<file path="config.mk">
export PLATFORM = sky130hd
export DESIGN_NAME = dmem_arbiter
export DESIGN_NICKNAME = d
export VERILOG_FILES = /design/src/rtl/dmem_arb_pkg.sv /design/src/rtl/dmem_arbiter_sat_counter.sv /design/src/rtl/dmem_arbiter.sv
export SDC_FILE = /design/constraint.sdc
export NUM_CORES = 1
export LEC_CHECK = 0
export ABC_AREA = 1
export CAP_MARGIN = 5
export CORE_MARGIN = 3
export CORE_UTILIZATION = 45
export CTS_CLUSTER_DIAMETER = 30
export DETAILED_ROUTE_END_ITERATION = 16
export GPL_TIMING_DRIVEN = 0
export PLACE_DENSITY = 0.83
export SETUP_SLACK_MARGIN = 0.05
export SLEW_MARGIN = 15
export SYNTH_ARGS = -nofsm -noshare
export SYNTH_HDL_FRONTEND = slang
export SYNTH_SLANG_ARGS = --single-unit
</file>
<file path="constraint.sdc">
create_clock -name clk -period 2.38 [get_ports clk]
set_input_delay 0.476 -clock clk [delete_from_list [all_inputs] [get_ports clk]]
set_output_delay 0.476 -clock clk [all_outputs]
set_load 0.03 [all_outputs]
</file>
<file path="src/rtl/dmem_arb_pkg.sv">
// Shared types and constants for the data-memory arbiter between the two S3 stages.
// The build macro DMEM_ARB_ST_LD_BYPASS_EN is consumed by dmem_arbiter, not here.
package dmem_arb_pkg;

  typedef enum logic [1:0] {
    IDLE   = 2'd0,
    P0_ACC = 2'd1,
    P1_ACC = 2'd2,
    DONE   = 2'd3
  } arb_state_e;

  // inst_type encodings shared with the decoder and HCU
  localparam logic [2:0] INST_LDR = 3'b011;
  localparam logic [2:0] INST_STR = 3'b100;

endpackage

</file>
<file path="src/rtl/dmem_arbiter_sat_counter.sv">
// Saturating up-counter: increments on inc, sticks at all-ones.
module sat_counter #(
  parameter int CNT_W = 16
) (
  input  logic             clk,
  input  logic             rst_n,
  input  logic             inc,
  output logic [CNT_W-1:0] count
);

  logic [CNT_W-1:0] count_q;
  logic [CNT_W-1:0] count_d;

  always_comb begin
    count_d = count_q;
    if (inc && (count_q != {CNT_W{1'b1}})) begin
      count_d = count_q + 1'b1;
    end
  end

  always_ff @(posedge clk or negedge rst_n) begin
    if (!rst_n) begin
      count_q <= '0;
    end else begin
      count_q <= count_d;
    end
  end

  assign count = count_q;

endmodule

</file>
<file path="src/rtl/dmem_arbiter.sv">
// Serializes the P0/P1 S3 memory accesses onto one data-memory port, P0 first.
// Define DMEM_ARB_ST_LD_BYPASS_EN to forward a P0 store to a same-address P1 load.
module dmem_arbiter
  import dmem_arb_pkg::*;
#(
  parameter int DATA_W = 16,
  parameter int ADDR_W = 9,
  parameter int CNT_W  = 16
) (
  input  logic              clk,
  input  logic              rst_n,
  input  logic              p0_req,
  input  logic              p1_req,
  input  logic              p0_we,
  input  logic              p1_we,
  input  logic [ADDR_W-1:0] p0_addr,
  input  logic [ADDR_W-1:0] p1_addr,
  input  logic [DATA_W-1:0] p0_wdata,
  input  logic [DATA_W-1:0] p1_wdata,
  output logic              mem_req,
  output logic              mem_we,
  output logic [ADDR_W-1:0] mem_addr,
  output logic [DATA_W-1:0] mem_wdata,
  input  logic              mem_ack,
  input  logic [DATA_W-1:0] mem_rdata,
  output logic [DATA_W-1:0] p0_rdata,
  output logic [DATA_W-1:0] p1_rdata,
  output logic              stall_s3,
  output logic [CNT_W-1:0]  stall_cnt,
  output arb_state_e        dbg_state
);

  // Handshake: an access is presented while mem_req=1 with mem_we/addr/wdata
  // held constant, and completes in the first cycle where mem_ack=1 (which may
  // be the first cycle of mem_req); mem_ack outside an ACC state is ignored.

  arb_state_e        state_q;
  logic              mem_req_q;
  logic              mem_we_q;
  logic [ADDR_W-1:0] mem_addr_q;
  logic [DATA_W-1:0] mem_wdata_q;
  logic [DATA_W-1:0] p0_rdata_q;
  logic [DATA_W-1:0] p1_rdata_q;
  logic              bypass_q;
  logic              bypass_d;

`ifdef DMEM_ARB_ST_LD_BYPASS_EN
  assign bypass_d = p0_req & p0_we & p1_req & ~p1_we & (p0_addr == p1_addr);
`else
  assign bypass_d = 1'b0;
`endif

  always_ff @(posedge clk or negedge rst_n) begin
    if (!rst_n) begin
      state_q     <= IDLE;
      mem_req_q   <= 1'b0;
      mem_we_q    <= 1'b0;
      mem_addr_q  <= '0;
      mem_wdata_q <= '0;
      p0_rdata_q  <= '0;
      p1_rdata_q  <= '0;
      bypass_q    <= 1'b0;
    end else begin
      case (state_q)
        IDLE: begin
          bypass_q <= bypass_d;
          if (p0_req) begin
            state_q     <= P0_ACC;
            mem_req_q   <= 1'b1;
            mem_we_q    <= p0_we;
            mem_addr_q  <= p0_addr;
            mem_wdata_q <= p0_wdata;
          end else if (p1_req) begin
            state_q     <= P1_ACC;
            mem_req_q   <= 1'b1;
            mem_we_q    <= p1_we;
            mem_addr_q  <= p1_addr;
            mem_wdata_q <= p1_wdata;
          end
        end
        P0_ACC: begin
          if (mem_ack) begin
            if (!mem_we_q) begin
              p0_rdata_q <= mem_rdata;
            end
            // A bypassed pair never issues the P1 load; the store data is its result
            if (bypass_q) begin
              p1_rdata_q <= mem_wdata_q;
            end
            if (p1_req && !bypass_q) begin
              state_q     <= P1_ACC;
              mem_we_q    <= p1_we;
              mem_addr_q  <= p1_addr;
              mem_wdata_q <= p1_wdata;
            end else begin
              state_q   <= DONE;
              mem_req_q <= 1'b0;
            end
          end
        end
        P1_ACC: begin
          if (mem_ack) begin
            if (!mem_we_q) begin
              p1_rdata_q <= mem_rdata;
            end
            state_q   <= DONE;
            mem_req_q <= 1'b0;
          end
        end
        DONE: begin
          state_q <= IDLE;
        end
        default: begin
          state_q <= IDLE;
        end
      endcase
    end
  end

  always_comb begin
    stall_s3 = 1'b0;
    case (state_q)
      IDLE:           stall_s3 = p0_req | p1_req;
      P0_ACC, P1_ACC: stall_s3 = 1'b1;
      default:        stall_s3 = 1'b0;
    endcase
  end

  sat_counter #(
    .CNT_W (CNT_W)
  ) u_stall_cnt (
    .clk   (clk),
    .rst_n (rst_n),
    .inc   (stall_s3),
    .count (stall_cnt)
  );

  assign mem_req   = mem_req_q;
  assign mem_we    = mem_we_q;
  assign mem_addr  = mem_addr_q;
  assign mem_wdata = mem_wdata_q;
  assign p0_rdata  = p0_rdata_q;
  assign p1_rdata  = p1_rdata_q;
  assign dbg_state = state_q;

endmodule

</file>
Word-level counts from Yosys, hierarchy flattened --
Index checks and enable logic that the tools add are counted.
Cells by class: mux-type cells 28, reduce and logical (&&, ||, !) cells 11, add/subtract/negate cells 1, bitwise operators 3, equal/unequal tests 10
Operators with widths (number):
- two-way mux 16 bit | 6
- one-hot mux 16 bit (2 select lines) | 1
- two-way mux 9 bit | 3
- one-hot mux 9 bit (2 select lines) | 1
- adder 16 x 1 -> 16 bit, second input constant | 1
- != test 16 bit, second input constant | 1
- != test 2 bit, second input constant | 5
- AND reduction 5 bit | 2
- two-way mux 1 bit | 9
- two-way mux 2 bit | 4
- one-hot mux 2 bit (4 select lines) | 1
- AND reduction 3 bit | 2
- == test 2 bit, second input constant | 2
- one-hot mux 1 bit (2 select lines) | 2
- AND reduction 4 bit | 1
- nonzero test 2 bit | 2
- != test 3 bit, second input constant | 1
- one-hot mux 1 bit (3 select lines) | 1
- nonzero test 3 bit | 1
- == test 2 x 1 -> 1 bit, second input constant | 1
- logical NOT 2 bit | 1
- NOT 1 bit | 2
- OR reduction 2 bit | 1
- logical AND 1 bit | 1
- bitwise OR 1 bit | 1
Storage, ports and cells: output and inout bits 78, logic and storage cells 61, bits of input ports 73, flip-flop bits (word level) 77

Longest topological paths before layout --
depth in word-level cells 4, gate-level depth with buffers 9, gate-level depth less buffers 9

Modules after synthesis --
A second synthesis with hierarchy kept.
Second synthesis, totals: cells, all modules 506, area, all modules 3893.7 sq um
Modules (own cells, without submodules):
- dmem_arbiter | cells an instance 357, seq. area each 1526.5 sq um, instances 1, area an instance 2835.2 sq um
- sat_counter | cells an instance 149, seq. area each 400.4 sq um, instances 1, area an instance 1058.5 sq um

Least setup slack after synthesis --
No wires, ideal clock.
path type register to output, start point register state_q[0], in the netlist dbg_state[0], end point output stall_s3, stages on the path, launching flop included 7, setup slack 0.482 ns, required time 1.904 ns, buffers on the path 0, arrival time 1.422 ns, path through dfrtp_1 > inv_1 > ha_1 > inv_1 > nand2_1 > nand2_1 > inv_1
On the way: word-level cells in the longest chain between the ends 3, elaborated cells between the ends (all ways) 5, classes of those cells 2 x eq/ne; 1 x mux; 2 x reduce/logical
Ends and longest elaborated chain:
- from (decl) | line dmem_arbiter.sv:37 | arb_state_e state_q;
- from (signal assigned) | line dmem_arbiter.sv:55 | state_q <= IDLE;
- from (signal assigned) | line dmem_arbiter.sv:68 | state_q <= P0_ACC;
- from (signal assigned) | line dmem_arbiter.sv:74 | state_q <= P1_ACC;
- == test 2 x 1 -> 1 bit or == test 2 bit (tied branches) | line dmem_arbiter.sv:122 | case (state_q)
- OR reduction 2 bit | line dmem_arbiter.sv:122
- one-hot mux 1 bit (2 select lines) (*) | line dmem_arbiter.sv:122
- to (decl) | line dmem_arbiter.sv:28 | output logic stall_s3,
Mark *: on every way between the ends. The rest lies on a longest branch, timed or not.

Worst setup path in the final report --
Ends and elaborated chain as after synthesis.

==> flow_summary.toml <==
[drt]
drc = 0
drt-initial-drc-count = 148
num_vias = 3663
via_per_inst = 4.917
wl_um = 10820
avgRoutedWirePerCell_um = 14.53
drtPass1Iterations = 4
ant_nets = 0

[finish]
layout.cells.non_filler = 745
antennaDiodeCount = 0
layout.nets = 718
area_growth_pct = 49.85
fin_util_pct = 71.80
drive_gt1_share_pct = 9.176
final_area_um2 = 5720

[sta]
tightest_slew_ps = 490.1
rsz0062_at_grt = "no"
period_share_pct = 91.08
hold_violations = 0
finalSetupViolCount = 0
maxSlewViolCount = 0
clock_skew_ps = 9.081
fmax_mhz = 461.3
fin_tns_setup_ps = 0
whs_ps = 84.20
maxSlewHeadroom_pct = 67.32
setup_slack_ps = 212.3
period_minus_slack_ps = 2168

[hold_path]
hp-class = "input port to async pin"

[global_routing]
grt_overflow = 0
grt_pass1_wl_um = 17540
grt_pass1_vias = 3627
grt_max_degree = 41
grt_usage_pct = 22.78
antenna_found_initial = 0

[die]
die_w_um = 98.11
die_y_um = 98.11
io_pins = 151
fp-row-count = 32
initial_utilization_pct = 47.91
dieArea_um2 = 9625
placeableCoreArea_um2 = 7968

[synthesis]
synth_top_area_share_pct = 50.48
ys_types = 26
synth_edf_count = 0
synth.ff_latch_count = 77
yosysTopAreaCell = "dfrtp_1"
synth_warnings = 0
ys.flop_type = "dfrtp_1"
async_reset_ff_share_pct = 100.0
syn_nets = 556
synth_most_common_cell = "nand2_1"
netlist_top_cells_area = "dfrtp_1, nand2_1, inv_1, o21ai_0, nor2_1"
syn_area_um2 = 3817
seq_area_frac_synth_pct = 50.48
postSynthAreaPerCell_um2 = 8.020
synth_common_cells = "nand2_1, dfrtp_1, inv_1, o21ai_0, nor2_1"
netlist_instances = 476

[placement]
placedCellCount = 729
place_area_um2 = 5464
io_buffers = 150
dp_hpwl_um = 8228
place_ws_ps = -170.9
gp_congestion = 0.8677

[worst_setup_path]
crit_path_start_kind = "flip-flop"
end_kind = "output pin"
cp_max_fo = 5
path_class = "flip-flop to output pin"
reg2reg_depth = 7
required_ps = 1900
cp_data_arrival_time_ps = 1690

[pwr]
total_power_mw = 8.004
vdd_drop_max_mv = 0.8465
cellPowerDensity_nw_per_um2 = 1399
p_leak_nw = 2.665

[cts]
path_clk_slew_ps = 80
htree_num_levels = 3
cts_sinks = 77
insertion_delay_ps = 350
tritoncts = "done"
cts_buffers = 9
cts_root_buffer = "clkbuf_8"
cts.path.max_buffers = 2

[flow_run]
max_cap_violations = 0

[run_status]
status = "finished, final reports clean"
==> layer usage <==
layer  GRT usage (%)  share of wire [%]  wire length [um]
met5               0                  0                 0
met4           9.159                2.8               302
met1           26.80                 40              4359
met2           37.75                 50              5395
met3           8.429                7.1               766
==> cell families (layout without fill, tap and decap cells) <==
group                      after synthesis  after routing  synth area share, %
AOI/OAI and AO/OA                      103            103                14.16
DFF                                     77             77                50.48
xor gates and xnor gates                 5              5                1.147
buffers and inverters                   84            251                9.931
adders and majority gates                7              7                2.294
and+or+nand+nor                        200            200                21.99
==> final cells by class <==
class                           count  area [um^2]
Fill cell                         618         2247
Sequential cell                    77         1928
Timing Repair Buffer              151         1514
Inverter                           65        244.0
Tap cell                          102        127.6
Clock inverter                      5        106.4
Buffer                             19        135.1
Clock buffer                       11        151.4
Multi-Input combinational cell    315         1514
==> what timing repair did <==
| item | 4_1_cts | 5_1_grt |
|---|---|---|
| setup endpoints to repair | 1 | 1 |
| resized for setup | 4 | 4 |
| hold buffers | 0 | 0 |
| buffers inserted | 0 | 0 |
==> cells in the final DEF, fill, tap and decap left out, types with 5 or more instances in the layout <==
cell	instances
clkbuf_1	6
ha_1	7
dfrtp_1	76
nand2_2	8
nand2_1	128
inv_1	61
clkdlybuf4s50_1	148
buf_2	6
xor2_1	5
nand3_1	11
clkbuf_8	11
o21ai_0	41
o21ai_2	6
a21oi_1	27
o21ai_1	28
nor2_1	39
==> where the power goes <==
group | leakage, nW | switching [mW] | total (mW) | internal (mW)
Combinational | 1.60 | 2.73 | 4.49 | 1.76
Sequential | 0.938 | 0.379 | 2.25 | 1.88
Clock | 0.126 | 0.504 | 1.26 | 0.756
Total | 2.67 | 3.61 | 8.00 | 4.40
==> registers in the layout, indices dropped and copies added (netlist names) <==
signal / count
dbg_state: 2
mem_addr: 9
mem_req: 1
mem_wdata: 16
mem_we: 1
p0_rdata: 16
p1_rdata: 16
u_stall_cnt.count: 16
==> worst paths after layout <==
path | from | end | slack, ps
max in group asynchronous | rst_n | mem_wdata[13] | 1720
min | rst_n | mem_addr[8] | 80
min in group clk | p0_rdata[6] | p0_rdata[6] | 490
max reg2reg | dbg_state[1] | mem_wdata[8] | 630
max | dbg_state[0] | stall_s3 | 210
min reg2reg | p0_rdata[6] | p0_rdata[6] | 490
==> worst max-delay path, stage by stage, from the launching register on <==
cell and delay [ps]:
dfrtp_2 450, inv_1 140, ha_1 210, o21ai_0 100, nand2_1 80, nand2_2 80, inv_1 100, buf_2 200
Power figures use the tool's default switching activity.
